## config.mk

```make
export PLATFORM = sky130hd
export DESIGN_NAME = bin_to_bcd_seq_flat
export DESIGN_NICKNAME = d
export VERILOG_FILES = /design/src/rtl/bin_to_bcd_seq_if.sv /design/src/rtl/bin_to_bcd_seq.sv /design/src/flat_wrapper.sv
export SDC_FILE = /design/constraint.sdc
export NUM_CORES = 1
export LEC_CHECK = 0
export BUFFER_PORTS_ARGS = -buffer_cell sky130_fd_sc_hd__buf_2
export CELL_PAD_IN_SITES_DETAIL_PLACEMENT = 1
export CELL_PAD_IN_SITES_GLOBAL_PLACEMENT = 2
export CORE_MARGIN = 4
export CORE_UTILIZATION = 31
export DETAILED_ROUTE_END_ITERATION = 8
export PLACE_DENSITY_LB_ADDON = 0.1
export SYNTH_ARGS = -nofsm -noshare
export SYNTH_HDL_FRONTEND = slang
export SYNTH_SLANG_ARGS = --single-unit
```

## constraint.sdc

```tcl
create_clock -name clk_i -period 1.5 [get_ports clk_i]
set_clock_uncertainty 0.05 [all_clocks]
set_input_delay 0.225 -clock clk_i [delete_from_list [all_inputs] [get_ports clk_i]]
set_output_delay 0.225 -clock clk_i [all_outputs]
set_load 0.1 [all_outputs]
```

## src/rtl/bin_to_bcd_seq_if.sv

```systemverilog
// Handshake bundle for bin_to_bcd_seq.
//   in_valid / in_ready / bin             : producer side, binary value in
//   out_valid / out_ready / bcd / overflow : consumer side, BCD digits out
// Modports:
//   slave  - the converter
//   master - whoever drives the converter (score counter / bench)
interface bin_to_bcd_seq_if #(
  parameter int unsigned BIN_W  = 7,
  parameter int unsigned DIGITS = 3
);
  logic                  in_valid;
  logic                  in_ready;
  logic [BIN_W-1:0]      bin;
  logic                  out_valid;
  logic                  out_ready;
  logic [4*DIGITS-1:0]   bcd;
  logic                  overflow;

  modport slave (
    input  in_valid,
    input  bin,
    input  out_ready,
    output in_ready,
    output out_valid,
    output bcd,
    output overflow
  );

  modport master (
    output in_valid,
    output bin,
    output out_ready,
    input  in_ready,
    input  out_valid,
    input  bcd,
    input  overflow
  );
endinterface

```

## src/rtl/bin_to_bcd_seq.sv

```systemverilog
// Sequential binary-to-BCD converter (double dabble), one input bit per clock.
// A value accepted at edge k is presented on bcd/overflow with out_valid high
// after edge k+BIN_W. Results are held until out_ready; a new value may be
// accepted on the same cycle the previous result is taken.
//
// Ports:
//   clk_i   - clock, rising edge
//   rst_ni  - synchronous active-low reset
//   bus_io  - bin_to_bcd_seq_if.slave handshake bundle
//
// Optional feature: define BIN_TO_BCD_BLANK_EN to replace leading zero digits
// with 4'hF (blank code for the digit decoders). Digit 0 is never blanked and
// nothing is blanked when overflow is reported.
module bin_to_bcd_seq #(
  parameter int unsigned BIN_W  = 7,
  parameter int unsigned DIGITS = 3
) (
  input  logic                  clk_i,
  input  logic                  rst_ni,
  bin_to_bcd_seq_if.slave       bus_io
);

  localparam int unsigned BcdW = 4 * DIGITS;
  localparam int unsigned CntW = $clog2(BIN_W + 1);

  typedef enum logic [1:0] {StIdle, StConv, StDone} state_e;

  state_e            state_q, state_d;
  logic [BIN_W-1:0]  shift_q, shift_d;
  logic [BcdW-1:0]   work_q,  work_d;
  logic              ovf_acc_q, ovf_acc_d;
  logic [CntW-1:0]   cnt_q,   cnt_d;
  logic [BcdW-1:0]   bcd_q,   bcd_d;
  logic              ovf_q,   ovf_d;

  logic [BcdW-1:0]   adj;
  logic [BcdW-1:0]   work_step;
  logic              carry_out;
  logic              in_ready;

`ifdef BIN_TO_BCD_BLANK_EN
  // Blank every digit above the most significant non-zero one.
  function automatic logic [BcdW-1:0] blank_digits(input logic [BcdW-1:0] v,
                                                   input logic            ovf);
    logic [BcdW-1:0] r;
    logic            seen;
    r    = v;
    seen = ovf;
    for (int k = int'(DIGITS) - 1; k >= 1; k--) begin
      if (!seen && (v[4*k +: 4] == 4'h0)) begin
        r[4*k +: 4] = 4'hF;
      end else begin
        seen = 1'b1;
      end
    end
    return r;
  endfunction
`else
  function automatic logic [BcdW-1:0] blank_digits(input logic [BcdW-1:0] v,
                                                   input logic            ovf);
    logic unused_ovf;
    unused_ovf = ovf;
    return v;
  endfunction
`endif

  // One double-dabble step: add 3 to digits >= 5, then shift {bcd, bin} left.
  // The bit leaving the top digit means the value no longer fits in DIGITS.
  always_comb begin
    adj = work_q;
    for (int unsigned k = 0; k < DIGITS; k++) begin
      if (work_q[4*k +: 4] >= 4'd5) begin
        adj[4*k +: 4] = work_q[4*k +: 4] + 4'd3;
      end
    end
    work_step = {adj[BcdW-2:0], shift_q[BIN_W-1]};
    carry_out = adj[BcdW-1];
  end

  assign in_ready = (state_q == StIdle) ||
                    ((state_q == StDone) && bus_io.out_ready);

  always_comb begin
    state_d   = state_q;
    shift_d   = shift_q;
    work_d    = work_q;
    ovf_acc_d = ovf_acc_q;
    cnt_d     = cnt_q;
    bcd_d     = bcd_q;
    ovf_d     = ovf_q;

    unique case (state_q)
      StIdle: begin
        if (bus_io.in_valid) begin
          shift_d   = bus_io.bin;
          work_d    = '0;
          ovf_acc_d = 1'b0;
          cnt_d     = '0;
          state_d   = StConv;
        end
      end
      StConv: begin
        work_d    = work_step;
        shift_d   = shift_q << 1;
        ovf_acc_d = ovf_acc_q | carry_out;
        cnt_d     = cnt_q + CntW'(1);
        if (cnt_q == CntW'(BIN_W - 1)) begin
          state_d = StDone;
          ovf_d   = ovf_acc_q | carry_out;
          bcd_d   = blank_digits(work_step, ovf_acc_q | carry_out);
        end
      end
      StDone: begin
        if (bus_io.out_ready) begin
          if (bus_io.in_valid) begin
            shift_d   = bus_io.bin;
            work_d    = '0;
            ovf_acc_d = 1'b0;
            cnt_d     = '0;
            state_d   = StConv;
          end else begin
            state_d = StIdle;
          end
        end
      end
      default: state_d = StIdle;
    endcase
  end

  always_ff @(posedge clk_i) begin
    if (!rst_ni) begin
      state_q   <= StIdle;
      shift_q   <= '0;
      work_q    <= '0;
      ovf_acc_q <= 1'b0;
      cnt_q     <= '0;
      bcd_q     <= '0;
      ovf_q     <= 1'b0;
    end else begin
      state_q   <= state_d;
      shift_q   <= shift_d;
      work_q    <= work_d;
      ovf_acc_q <= ovf_acc_d;
      cnt_q     <= cnt_d;
      bcd_q     <= bcd_d;
      ovf_q     <= ovf_d;
    end
  end

  assign bus_io.in_ready  = in_ready;
  assign bus_io.out_valid = (state_q == StDone);
  assign bus_io.bcd       = bcd_q;
  assign bus_io.overflow  = ovf_q;

endmodule
```

## src/flat_wrapper.sv

```systemverilog
// flat-port wrapper written by rule: the top's interface ports become plain ports
module bin_to_bcd_seq_flat 
#(
  parameter int unsigned BIN_W  = 7,
  parameter int unsigned DIGITS = 3
)
  (clk_i, rst_ni, bus_io_in_valid, bus_io_bin, bus_io_out_ready, bus_io_in_ready, bus_io_out_valid, bus_io_bcd, bus_io_overflow);
  bin_to_bcd_seq_if #(.BIN_W(BIN_W), .DIGITS(DIGITS)) bus_io_i ();
  input  logic clk_i;
  input  logic rst_ni;
  input wire logic [$bits(bus_io_i.in_valid)-1:0] bus_io_in_valid;
  input wire logic [$bits(bus_io_i.bin)-1:0] bus_io_bin;
  input wire logic [$bits(bus_io_i.out_ready)-1:0] bus_io_out_ready;
  output wire logic [$bits(bus_io_i.in_ready)-1:0] bus_io_in_ready;
  output wire logic [$bits(bus_io_i.out_valid)-1:0] bus_io_out_valid;
  output wire logic [$bits(bus_io_i.bcd)-1:0] bus_io_bcd;
  output wire logic [$bits(bus_io_i.overflow)-1:0] bus_io_overflow;
  assign bus_io_i.in_valid = bus_io_in_valid;
  assign bus_io_i.bin = bus_io_bin;
  assign bus_io_i.out_ready = bus_io_out_ready;
  assign bus_io_in_ready = bus_io_i.in_ready;
  assign bus_io_out_valid = bus_io_i.out_valid;
  assign bus_io_bcd = bus_io_i.bcd;
  assign bus_io_overflow = bus_io_i.overflow;
  bin_to_bcd_seq #(.BIN_W(BIN_W), .DIGITS(DIGITS)) u_core (.clk_i(clk_i), .rst_ni(rst_ni), .bus_io(bus_io_i));
endmodule
```

# After elaboration in Yosys (flattened, before gate mapping)
# Index checks and enable logic that the tools add are counted.
[totals]
output_inout_bits = 15
ff_bits = 38
input_bits = 11
[classes]
n_eq_ne = 6
n_addsub = 4
n_reduce_logical = 7
bitwise = 1
n_lt_le_gt_ge = 3
muxes = 20
[ops]
columns = ["operator", "n"]
rows = [
  ["$pmux W12 S3", 1],
  ["$mux W12", 2],
  ["$pmux W7 S3", 1],
  ["$mux W7", 2],
  ["$add A4 B2 Y4 const B", 3],
  ["$ge A4 B3 Y1 const B", 3],
  ["$mux W4", 3],
  ["$pmux W3 S3", 1],
  ["$mux W2", 3],
  ["$mux W3", 2],
  ["$pmux W2 S3", 1],
  ["$ne A2 B2 Y1 const B", 2],
  ["$reduce_and A2 Y1", 2],
  ["$add A3 B1 Y3 const B", 1],
  ["$eq A3 B3 Y1 const B", 1],
  ["$mux W1", 3],
  ["$pmux W1 S3", 1],
  ["$reduce_and A3 Y1", 1],
  ["$reduce_bool A3 Y1", 1],
  ["$eq A2 B1 Y1 const B", 1],
  ["$eq A2 B2 Y1 const B", 1],
  ["$logic_not A2 Y1", 1],
  ["$ne A2 B1 Y1 const B", 1],
  ["$logic_and A1 B1 Y1", 1],
  ["2 further kinds", 2],
]

# Logic depth before layout (Yosys ltp)
[depth]
word_depth = 4
depth_mapped = 7
mapped_depth_nobuf = 6

# Worst setup path after synthesis
# No wires, ideal clock.
[synth_path]
kind = "register -> register"
from = "register u_core.state_q[0]"
to = "register u_core.cnt_q[2]"
setup_time_ns = 0.116
slack_ns = -0.916
n_path_buf = 0
stages_incl_launch_ff = 4
arrival_time_ns = 2.251
cell_sequence = "dfxtp_1 -> a21oi_1 -> nand2_1 -> and3_1"
[synth_between]
elab_chain_len = 3
word_cells_on_any_way = 7
classes_between = "eq/ne (3); mux (1); reduce/logical (3)"
[synth_rtl]
columns = ["element", "line", "source"]
rows = [
  ["from (decl)", "bin_to_bcd_seq.sv:28", "state_e state_q, state_d;"],
  ["from (signal assigned)", "bin_to_bcd_seq.sv:132", "state_q <= StIdle;"],
  ["from (signal assigned)", "bin_to_bcd_seq.sv:140", "state_q <= state_d;"],
  ["$eq A2 B2 Y1, or another cell as far along", "bin_to_bcd_seq.sv:92", "unique case (state_q)"],
  ["$ne A2 B2 Y1 (no source line) / $reduce_bool A3 Y1 (equally long branches)", "-", ""],
  ["$reduce_and A2 Y1 (no source line)", "-", ""],
  ["to (signal assigned)", "bin_to_bcd_seq.sv:144", "cnt_q <= cnt_d;"],
  ["to (decl)", "bin_to_bcd_seq.sv:32", "logic [CntW-1:0] cnt_q, cnt_d;"],
]
# Parallel ways exist; a longest one is shown, timed or not.
# A chain may end at the register's enable or synchronous reset.

# Worst setup path after layout
[layout_path]
from = "register u_core.work_q[5]"
to = "register u_core.bcd_q[6] (netlist: u_core.bus_io.bcd[6])"
[layout_between]
elab_chain_len = 2
word_cells_on_any_way = 3
classes_between = "add/sub (1); order compare (1); mux (1)"
[layout_rtl]
columns = ["element", "line", "source"]
rows = [
  ["from (decl)", "bin_to_bcd_seq.sv:30", "logic [BcdW-1:0] work_q, work_d;"],
  ["from (signal assigned)", "bin_to_bcd_seq.sv:142", "work_q <= work_d;"],
  ["$add A4 B2 Y4 / $ge A4 B3 Y1 (equally long branches)", "bin_to_bcd_seq.sv:73, bin_to_bcd_seq.sv:72", ""],
  ["$mux W4 (*)", "bin_to_bcd_seq.sv:72", "if (work_q[4*k +: 4] >= 4'd5) begin"],
  ["to (signal assigned)", "bin_to_bcd_seq.sv:137", "bcd_q <= '0;"],
  ["to (signal assigned)", "bin_to_bcd_seq.sv:145", "bcd_q <= bcd_d;"],
  ["to (decl)", "bin_to_bcd_seq.sv:33", "logic [BcdW-1:0] bcd_q, bcd_d;"],
]
# Mark *: on every way between the ends. The rest lies on a longest branch, timed or not.

==> impl_metrics.py <==
metrics = {
    "die": {
        "io_pins": 26,
        "dieArea_um2": 7060,
        "die_y_um": 84.0,
        "rows": 27,
        "start_util": 0.323,
        "die_w_um": 84.0,
        "core-area_um2": 5540,
    },
    "critical_path": {
        "worstSetupStartpointType": "flop",
        "reg2reg_slack_ps": 10,
        "cp_data_required_time_ps": 1660,
        "cp_max_fo": 3,
        "path_class": "reg -> reg",
        "reg2regPathDepth": 6,
        "reg2reg_to": "u_core.bus_io.bcd[6]$_SDFFE_PN0P_",
        "critPathTopFamily": "flip-flops",
        "cp.depth": 6,
        "path_cells": "inv_2 -> ha_4 -> nand2b_4 -> a21oi_4 -> mux2_4 -> o22ai_2",
        "reg2reg_from": "u_core.work_q[5]$_SDFFE_PN0P_",
        "crit_start": "u_core.work_q[5]$_SDFFE_PN0P_",
        "cp-end-kind": "flop",
        "path_buf_inv": 1,
        "slowest_stage": "dfxtp_2",
        "critPathArrivalTime_ps": 1650,
        "cpPeakStageDelay_ps": 340,
        "endpoint": "u_core.bus_io.bcd[6]$_SDFFE_PN0P_",
    },
    "detailed_routing": {
        "ant_nets": 0,
        "wl_per_cell_um": 15.5,
        "drt-total-wl_um": 4930,
        "drc": 0,
        "drt_iter0_drc": 92,
        "num_vias": 1598,
        "drtPass1Iterations": 4,
        "viasPerCell": 5.04,
    },
    "logic_synthesis": {
        "syn_inst": 200,
        "synth-main-ff-cell": "dfxtp_1",
        "ys_seq_elements": 38,
        "synthesis.nets": 219,
        "synthArstFlopShare": 0,
        "yosys_warnings": 0,
        "synth_edf_count": 0,
        "yosysSeqAreaShare": 0.425,
        "synth_area_per_cell_um2": 8.96,
        "synth_area_um2": 1790,
        "synth.distinct_cells": 39,
    },
    "timing": {
        "fmax_mhz": 673,
        "period_share": 0.990,
        "rsz0062_at_grt": "yes",
        "finalSetupViolCount": 0,
        "tightest_slew_ps": 492,
        "period_minus_slack_ps": 1490,
        "fin_setup_tns_ps": 0,
        "hold_viol": 0,
        "setup_slack_ps": 14.5,
        "drv_slew": 0,
        "slew_headroom": 0.675,
    },
    "power": {
        "peakVddDrop_mv": 0.405,
        "swShare": 0.249,
        "clock_power_share": 0.354,
        "pwr-share-comb": 0.117,
        "power_frac_seq": 0.530,
        "switchingPower_uw": 493,
        "p_leak_uw": 0.00103,
        "internal_power_uw": 1490,
        "power_density_nw_per_um2": 808,
    },
    "clock_network": {
        "clk_pin_slew_worst_paths_ps": 70,
        "cts_tree": "done",
        "hold_buffers": 0,
        "cts_buffers": 5,
        "cts-root-to-sink-buffers": 2,
        "htreeDepth": 2,
        "clk_latency_ps": 280,
        "clockRootBuffer": "clkbuf_8",
        "cts_sinks": 38,
    },
    "placed_design": {
        "place_ws_ps": -66.6,
        "port_buffers": 25,
        "place_inst": 309,
        "place.gp.congestion": 0.778,
        "dp_hpwl_um": 3590,
    },
    "cells_and_area": {
        "drive_gt1_frac": 0.384,
        "nets": 265,
        "area_growth_pct": 36.9,
        "fin_cells": 317,
        "antennaDiodeCount": 0,
    },
    "grt": {
        "grt_pass1_wl_um": 8140,
        "grt_max_degree": 17,
        "antenna_found_initial": 0,
        "grt_use_total": 0.143,
        "grt_pass1_vias": 1692,
        "globalRoute.totalOverflow": 0,
    },
    "hold_path": {
        "hold_path.class": "in -> reg",
        "min_delay_path_depth": 3,
    },
    "run_status": {
        "status": "completed",
    },
    "job": {
        "drv_cap": 0,
    },
}
-- per-layer routing --
metal	vias up	routed length (um)	track usage
met5	-	0	0
met4	0	63	0.0468
met3	8	105	0.0326
met2	21	2540	0.250
met1	778	2210	0.170
li1	791	-	-
-- metrics by stage --
stage	util	total power, uW	hold slack, ps	cell area (um2)
4_1_cts	0.421	2010	129	2330
6_report	0.443	1980	137	2450
3_3_place_gp	0.395	1290	404	2190
3_5_place_dp	0.395	1300	410	2190
2_1_floorplan	-	1210	310	1820
5_1_grt	0.443	2090	145	2450
-- worst reg2reg max path, cell delays in order, from the launching register on --
cell and delay [ps]:
dfxtp_2 340, inv_2 70, ha_4 160, nand2b_4 140, a21oi_4 170, mux2_4 350
o22ai_2 150
-- layout make-up --
cell class / instances / area [um2]
Clock buffer: 6 / 82.6
Fill cell: 646 / 3090
Inverter: 11 / 41.3
Multi-Input combinational cell: 140 / 1100
Sequential cell: 38 / 768
Tap cell: 72 / 90.1
Timing Repair Buffer: 50 / 375
-- logic make-up (layout without fill, tap and decap cells) --
| kind of cell | Yosys count | in the layout | synth area share |
|---|---|---|---|
| AOI/OAI and AO/OA | 60 | 60 | 0.225 |
| xor gates and xnor gates | 4 | 4 | 0.0196 |
| adders and majority gates | 8 | 8 | 0.0559 |
| buffers and inverters | 22 | 67 | 0.0614 |
| DFF | 38 | 38 | 0.425 |
| muxes | 4 | 4 | 0.0244 |
| and+or+nand+nor | 64 | 64 | 0.189 |
-- synth_stat cells, types with 2 or more instances --
master | n | area [um2]
a21oi_1 | 16 | 80.1
and2_1 | 3 | 18.8
and2b_1 | 2 | 15.0
and3_1 | 2 | 12.5
buf_2 | 4 | 20.0
clkbuf_1 | 4 | 15.0
dfxtp_1 | 38 | 761
ha_1 | 8 | 100
inv_1 | 11 | 41.3
mux2_2 | 3 | 33.8
nand2_1 | 30 | 113
nand2b_1 | 4 | 25.0
nand2b_4 | 2 | 27.5
nand3_1 | 6 | 30.0
nand4_1 | 3 | 18.8
nor2b_1 | 2 | 12.5
nor3b_1 | 6 | 45.0
o211a_1 | 6 | 60.1
o21ai_0 | 12 | 60.1
o22ai_1 | 8 | 50.1
o2bb2ai_1 | 8 | 70.1
o31a_1 | 3 | 26.3
xnor2_1 | 3 | 26.3
-- worst min path at each step --
stage | endpoint | from | slack (ps)
after floorplan | u_core.shift_q[0]$_SDFFE_PN0P_ | bus_io_bin[0] | 310
after global placement | u_core.ovf_acc_q$_SDFFE_PN0P_ | u_core.ovf_acc_q$_SDFFE_PN0P_ | 400
after detailed placement | u_core.bus_io.bcd[6]$_SDFFE_PN0P_ | u_core.bus_io.bcd[6]$_SDFFE_PN0P_ | 410
after CTS | u_core.shift_q[0]$_SDFFE_PN0P_ | bus_io_bin[0] | 130
after global routing | u_core.shift_q[0]$_SDFFE_PN0P_ | bus_io_bin[0] | 140
final | u_core.shift_q[0]$_SDFFE_PN0P_ | bus_io_bin[0] | 140
-- state kept, by name, summed over array words and instances (netlist names) --
register                count
u_core.cnt_q                3
u_core.shift_q              7
u_core.state_q              2
u_core.bus_io.bcd          12
u_core.bus_io.overflow      1
u_core.work_q              12
u_core.ovf_acc_q            1
-- cells in the final DEF (no fill, tap or decap), types with 4 or more instances in the layout --
cell | Yosys | layout
dfxtp_1 | 38 | 32
nand2_1 | 30 | 29
buf_2 | 4 | 23
buf_4 | 1 | 21
a21oi_1 | 16 | 12
o21ai_0 | 12 | 10
inv_1 | 11 | 7
o2bb2ai_1 | 8 | 7
nor3b_1 | 6 | 6
nand3_1 | 6 | 6
o211a_1 | 6 | 6
clkbuf_8 | 0 | 6
dfxtp_2 | 0 | 6
nand2b_4 | 2 | 5
o22ai_1 | 8 | 5
inv_2 | 0 | 4
a21oi_4 | 0 | 4
buf_12 | 0 | 4
-- power by group through the flow --
stage	logic, uW	clock network [uW]	registers, uW
floorplan	144	0	1070
global placement	221	0	1070
detailed placement	228	0	1070
CTS	232	722	1050
global route	256	778	1050
finish	232	701	1050
-- what timing repair did --
item	4_1_cts	5_1_grt
gates resized for setup	15	24
setup buffers	0	2
pin swaps	3	6
hold endpoints to repair	0	0
endpoints found under the setup margin	9	20
No activity file was read; power rests on OpenSTA's default activity.
